## src/rtl/fides_sbox_sched.sv

```systemverilog
// fides_sbox_sched: streams a 4-share Fides state one 5-bit chunk per cycle
// through a single shared external S-box and gathers the shared results.
module fides_sbox_sched #(
  parameter int NCHUNK = 32
) (
  input  logic                  clk,
  input  logic                  rst_n,
  input  logic                  start,
  input  logic                  hold,
  input  logic [5*NCHUNK-1:0]   st_in_s0,
  input  logic [5*NCHUNK-1:0]   st_in_s1,
  input  logic [5*NCHUNK-1:0]   st_in_s2,
  input  logic [5*NCHUNK-1:0]   st_in_s3,
  output logic [4:0]            sb_a0,
  output logic [4:0]            sb_a1,
  output logic [4:0]            sb_a2,
  output logic [4:0]            sb_a3,
  input  logic [4:0]            sb_y0,
  input  logic [4:0]            sb_y1,
  input  logic [4:0]            sb_y2,
  input  logic [4:0]            sb_y3,
  output logic [5*NCHUNK-1:0]   st_out_s0,
  output logic [5*NCHUNK-1:0]   st_out_s1,
  output logic [5*NCHUNK-1:0]   st_out_s2,
  output logic [5*NCHUNK-1:0]   st_out_s3,
  output logic                  busy,
  output logic                  done
);
  localparam int W  = 5 * NCHUNK;
  localparam int CW = (NCHUNK > 1) ? $clog2(NCHUNK) : 1;
  typedef enum logic {IDLE, RUN} state_t;
  state_t state, state_nx;
  logic [CW-1:0] cnt, nxt;
  logic [W-1:0] in_s0, in_s1, in_s2, in_s3;
  logic load, step, last;
  always_comb begin
    load     = (state == IDLE) && start;
    step     = (state == RUN) && !hold;
    last     = (cnt == CW'(NCHUNK - 1));
    nxt      = cnt + CW'(1);
    state_nx = load ? RUN : (step && last) ? IDLE : state;
  end
  assign busy = (state == RUN);
  always_ff @(posedge clk or negedge rst_n) begin
    if (!rst_n) state <= IDLE;
    else        state <= state_nx;
  end
  // Each share stays on its own path end to end; no two shares ever meet.
  always_ff @(posedge clk or negedge rst_n) begin
    if (!rst_n) begin
      cnt       <= '0;
      done      <= 1'b0;
      sb_a0     <= '0;
      sb_a1     <= '0;
      sb_a2     <= '0;
      sb_a3     <= '0;
      in_s0     <= '0;
      in_s1     <= '0;
      in_s2     <= '0;
      in_s3     <= '0;
      st_out_s0 <= '0;
      st_out_s1 <= '0;
      st_out_s2 <= '0;
      st_out_s3 <= '0;
    end else begin
      done <= step && last;
      if (load) begin
        in_s0 <= st_in_s0;
        in_s1 <= st_in_s1;
        in_s2 <= st_in_s2;
        in_s3 <= st_in_s3;
        sb_a0 <= st_in_s0[4:0];
        sb_a1 <= st_in_s1[4:0];
        sb_a2 <= st_in_s2[4:0];
        sb_a3 <= st_in_s3[4:0];
        cnt   <= '0;
      end else if (step) begin
        st_out_s0[5*cnt +: 5] <= sb_y0;
        st_out_s1[5*cnt +: 5] <= sb_y1;
        st_out_s2[5*cnt +: 5] <= sb_y2;
        st_out_s3[5*cnt +: 5] <= sb_y3;
        cnt   <= last ? cnt : nxt;
        sb_a0 <= last ? 5'd0 : in_s0[5*nxt +: 5];
        sb_a1 <= last ? 5'd0 : in_s1[5*nxt +: 5];
        sb_a2 <= last ? 5'd0 : in_s2[5*nxt +: 5];
        sb_a3 <= last ? 5'd0 : in_s3[5*nxt +: 5];
      end
    end
  end
endmodule
```

## config.mk

```make
export PLATFORM = sky130hd
export DESIGN_NAME = fides_sbox_sched
export DESIGN_NICKNAME = d
export VERILOG_FILES = /design/src/rtl/fides_sbox_sched.sv
export SDC_FILE = /design/constraint.sdc
export NUM_CORES = 2
export LEC_CHECK = 0
export ABC_AREA = 0
export BUFFER_PORTS_ARGS = -buffer_cell sky130_fd_sc_hd__buf_2
export CORE_AREA = 10 10 509 511
export CTS_CLUSTER_SIZE = 10
export DETAILED_ROUTE_END_ITERATION = 10
export DIE_AREA = 0 0 519 521
export RECOVER_POWER = 50
export SLEW_MARGIN = 40
export SYNTH_ARGS = -nofsm -noshare
export SYNTH_HDL_FRONTEND = slang
export SYNTH_SLANG_ARGS = --single-unit
```

## constraint.sdc

```tcl
create_clock -name clk -period 3.4 [get_ports clk]
set_input_delay 0.68 -clock clk [delete_from_list [all_inputs] [get_ports clk]]
set_output_delay 0.68 -clock clk [all_outputs]
set_load 0.05 [all_outputs]
```

Yosys cells after proc, flatten, opt, wreduce, memory -nomap -nowiden
Cells that the tools add are included.

operators by class
  add/subtract/negate cells = 2
  multipliers = 2
  eq/ne operators = 2
  shift operators = 9
  muxes and demuxes = 21
  bitwise gates (word level) = 2
  reductions and logical operators = 8

operator list
  kind                                                     count
  bitwise mux 160 bit                                      4
  variable part select 160 x 9 -> 5 bit                    4
  variable part select 5 x 34 -> 160 bit                   4
  variable shift 5 x 34 -> 160 bit (first input constant)  1
  2-to-1 mux 5 bit                                         15
  negation 8 -> 34 bit                                     1
  multiplier 3 x 5 -> 8 bit (first input constant)         2
  adder 5 x 1 -> 5 bit (second input constant)             1
  equality test 5 bit (second input constant)              1
  AND reduction 2 bit                                      2
  nonzero test 2 bit                                       2
  logical AND 1 bit                                        3
  2-to-1 mux 1 bit                                         2
  != test 2 bit (second input constant)                    1
  NOT 1 bit                                                2
  zero test 1 bit                                          1

word-level totals
  register bits = 1307
  output and inout bits = 662
  word-level logic and storage cells = 61

Depth between registers and ports, before layout
  depth after elaboration = 6
  mapped depth = 14
  gate-level depth less buffers = 8

Worst setup path after synthesis
OpenSTA, ideal clock, no wires.

  path type = register -> register
  from = reg cnt[0]
  to = reg sb_a2[0]
  library setup time = 0.124 ns
  arrival time = 3.398 ns
  setup slack = -0.122 ns
  cell stages (with the launch flop) = 14
  path buffers = 7
  clock period less this slack = 3.522 ns
  path through = dfrtp_1 -> buf_2 -> clkbuf_1 -> buf_2 -> inv_1 -> clkbuf_1 -> ha_1 -> clkbuf_1 -> clkbuf_1 -> clkbuf_1 -> mux4_2 -> mux2i_1 -> a21oi_1 -> a211o_1

on the way
  cells in the longest elaborated chain, start to end = 6
  elaborated cells between the ends (all ways) = 7
  those cells by class = 1 x add/sub; 1 x mul; 1 x eq/ne; 1 x shift; 3 x mux

RTL lines
  element                                line  source
  from (decl)                            33    logic [CW-1:0] cnt, nxt;
  from (signal assigned)                 82    cnt <= last ? cnt : nxt;
  adder 5 x 1 -> 5 bit                   40    nxt = cnt + CW'(1);
  multiplier 3 x 5 -> 8 bit              85    sb_a2 <= last ? 5'd0 : in_s2[5*nxt +: 5];
  variable part select 160 x 9 -> 5 bit  85
  2-to-1 mux 5 bit (*)                   85
  2-to-1 mux 5 bit (*)                   77    end else if (step) begin
  2-to-1 mux 5 bit (*)                   67    if (load) begin
  to (signal assigned)                   74    sb_a2 <= st_in_s2[4:0];
  to (signal assigned)                   85
  to (decl)                              16    output logic [4:0] sb_a2,

Every way passes the cells marked *; elsewhere a longest branch is shown, timed or not. The select of a mux whose other input is x is not followed.
A chain may end at the register's enable or synchronous reset.

Worst setup path in the final report
  from = reg cnt[0]
  to = reg sb_a1[1]

on the way
  cells in the longest elaborated chain, start to end = 6
  elaborated cells between the ends (all ways) = 7
  those cells by class = 1 x add/sub; 1 x mul; 1 x eq/ne; 1 x shift; 3 x mux

RTL lines
  element                                line  source
  adder 5 x 1 -> 5 bit                   40
  multiplier 3 x 5 -> 8 bit              84    sb_a1 <= last ? 5'd0 : in_s1[5*nxt +: 5];
  variable part select 160 x 9 -> 5 bit  84
  2-to-1 mux 5 bit (*)                   84
  2-to-1 mux 5 bit (*)                   77
  2-to-1 mux 5 bit (*)                   67
  to (signal assigned)                   73    sb_a1 <= st_in_s1[4:0];
  to (signal assigned)                   84
  to (decl)                              15    output logic [4:0] sb_a1,

Marks and branches as above.

==> flow_summary.toml <==
[route]
dr_wl_met2_um = 126000
drc = 0
drt-initial-drc-count = 2131
ant_nets = 0
top_layer = "met5"
dr_wl_met3_um = 16140
dr.pass1.iters = 7
drt-wirelength-per-cell_um = 28.60
vias = 37358
routed_wl_um = 238700
wl_met1_um = 82670
viasPerCell = 4.477

[synth]
syn-num-nets = 4185
ys_types = 39
synth_top_family_by_area = "multiplexers"
synth_edf_count = 0
yosys_warnings = 0
synthCells = 3516
avgSynthCellArea_um2 = 15.60
synth_fa_ha_area_share_pct = 0.1141
synthXorXnorAreaFrac_pct = 0.1415
yosys_register_bits = 1307
synth-simple-area-share_pct = 2.743
ys_seq_area_share_pct = 59.65
async_flop_share_pct = 100.0
synthMuxAreaShare_pct = 33.95
synth_compound_area_share_pct = 1.337
netlist_area_um2 = 54830
synth_flop_cell = "dfrtp_1"

[setup_path]
worst_setup_path_start_kind = "flip-flop"
crit_path_end_kind = "flip-flop"
worst_ep_required_time_ns = 4.03
crit_type = "reg2reg"
worstPathArrival_ns = 3.90
worst-path-max-fanout = 19
reg2reg_from = "cnt[0]"
critPathLaunch = "cnt[0]"

[timing]
slew_headroom_pct = -23.24
hold_viol = 0
final.min_clock_period_ns = 3.269
maxSlewViolCount = 74
max_freq_ghz = 0.3059
rsz0062_at_grt = "no"
skew_ns = 0.05913
tightest_slew_ns = 1.849
setup_viol = 0
post-route-period-util_pct = 96.16
finalSetupTns_ns = 0
hold_ws_ns = 0.1024

[placement]
placed_area_um2 = 66960
dp.final_hpwl_um = 190000
port_buffers = 1325
place.gp.congestion = 0.8929

[min_path]
min-delay-start = "st_in_s3[146]"
hold_class = "in2reg"

[die]
num_io_pins = 1326
dieArea_um2 = 270400
start_util_pct = 22.09
coreArea_um2 = 248200
die_y_um = 521
die_x_um = 519
row_count = 183

[grt]
grt_max_degree = 102
grt_pass1_wl_um = 328900
antenna_found_initial = 75
grt_overflow = 0
grt_pass1_vias = 41157
track_usage_pct = 16.96

[final_layout]
fin_util_pct = 28.72
mostFrequentLayoutCells = "1306 x dfrtp_1, 1236 x buf_2, 1133 x mux2_2, 160 x mux4_2, 157 x clkbuf_16"
drive_gt1_share_pct = 59.45
final_common_cell = "dfrtp_1"
fin_nets = 5611
fin_area_um2 = 71290
area_growth_pct = 30.02

[job]
cap_violations = 1

[clock_tree]
htree_levels = 4
clockRootBuffer = "clkbuf_16"
cts_sinks = 1307
clockBufferDepth = 3
clk_pin_slew_ns = 0.06
cts_setup_buffers = 0
cts_buffers = 157
clkLatencyLatePin_ns = 0.81
cts_tree = "built"

[power]
ir_worst_vdd_mv = 0.5302
p_leak_nw = 34.53
power.density_nw_per_um2 = 997.7

[outcome]
status = "finished with violations"
violations = "capacitance limit, slew limit"
[power by group]
part           switching (W)  internal (W)
Sequential           0.00247        0.0195
Combinational         0.0231        0.0105
Clock                0.00683       0.00880
Total                 0.0324        0.0387
[worst max-delay path, cell delays in order, from the launching register on]
cell     delay [ns]
dfrtp_4        0.50
inv_1          0.12
ha_4           0.47
buf_12         0.25
buf_4          0.20
mux4_2         0.30
mux2i_2        0.68
a21oi_1        0.21
a211o_1        0.32
[kinds of logic after synthesis]
| kind of cell | after synthesis |
|---|---|
| adders and majority gates | 5 |
| and+or+nand+nor | 320 |
| xor gates and xnor gates | 8 |
| DFF | 1307 |
| buffers and inverters | 270 |
| AOI/OAI and AO/OA | 106 |
| muxes | 1500 |
[layout make-up]
| class | instances | area, um2 |
|---|---|---|
| Inverter | 2 | 7.507 |
| Antenna cell | 23 | 57.56 |
| Sequential cell | 1307 | 32710 |
| Tap cell | 3330 | 4167 |
| Fill cell | 25420 | 176900 |
| Timing Repair Buffer | 1535 | 8503 |
| Clock buffer | 179 | 4091 |
| Clock inverter | 29 | 541.8 |
| Multi-Input combinational cell | 1939 | 21220 |
[cell usage after synthesis (5+ instances only)]
master | count | area [um2]
dfrtp_1 | 1307 | 32710
nor3_1 | 6 | 30.03
mux2_1 | 147 | 1655
and3_1 | 27 | 168.9
and2_1 | 25 | 156.4
buf_2 | 91 | 455.4
buf_1 | 7 | 26.28
a211oi_1 | 20 | 150.1
nor2_1 | 94 | 352.8
ha_1 | 5 | 62.56
clkbuf_1 | 169 | 634.4
a211o_1 | 20 | 175.2
mux2i_1 | 60 | 600.6
o221ai_1 | 20 | 175.2
mux2_2 | 1133 | 12760
mux4_2 | 160 | 3603
nand3_1 | 15 | 75.07
a21oi_1 | 44 | 220.2
nand2_1 | 113 | 424.2
nor2b_1 | 24 | 150.1
[worst paths after layout]
| check | slack, ns | end | cells past startpoint |
|---|---|---|---|
| setup / recovery | 0.13 | sb_a1[1] | 8 |
| hold / removal | 0.10 | in_s3[146] | 2 |
| setup reg to reg | 0.13 | sb_a1[1] | 8 |
| hold reg to reg | 0.48 | st_out_s0[141] | 1 |
| max in group asynchronous | 0.36 | st_out_s3[116] | 4 |
| min in group asynchronous | 0.90 | in_s3[85] | 2 |
[repair_timing]
item	4_1_cts	5_1_grt
resized for setup	0	0
hold buffers	1	0
hold endpoints to repair	48	0
[per-layer routing]
layer	GRT usage [%]	vias to the layer above
met5	0	-
met4	8.181	56
met3	4.667	488
met2	31.69	1629
met1	17.36	19597
li1	-	15588
[through the flow]
stage / setup WS [ns] / total power, W / instances
floorplan: -0.02977 / 0.04299 / 3516
detailed placement: 0.1839 / 0.05668 / 8112
finish: 0.1307 / 0.07113 / 8344
global route: 0.09176 / 0.07417 / 8332
global placement: -0.09181 / 0.05625 / 8112
CTS: 0.1150 / 0.07257 / 8321
[sequential cells by signal, indices dropped and copies added (netlist names)]
register   cells
busy           1
cnt            5
done           1
in_s0        160
in_s1        160
in_s2        160
in_s3        160
sb_a0          5
sb_a1          5
sb_a2          5
sb_a3          5
st_out_s0    160
st_out_s1    160
st_out_s2    160
st_out_s3    160
Note: power is estimated with default switching activity, not from simulation.
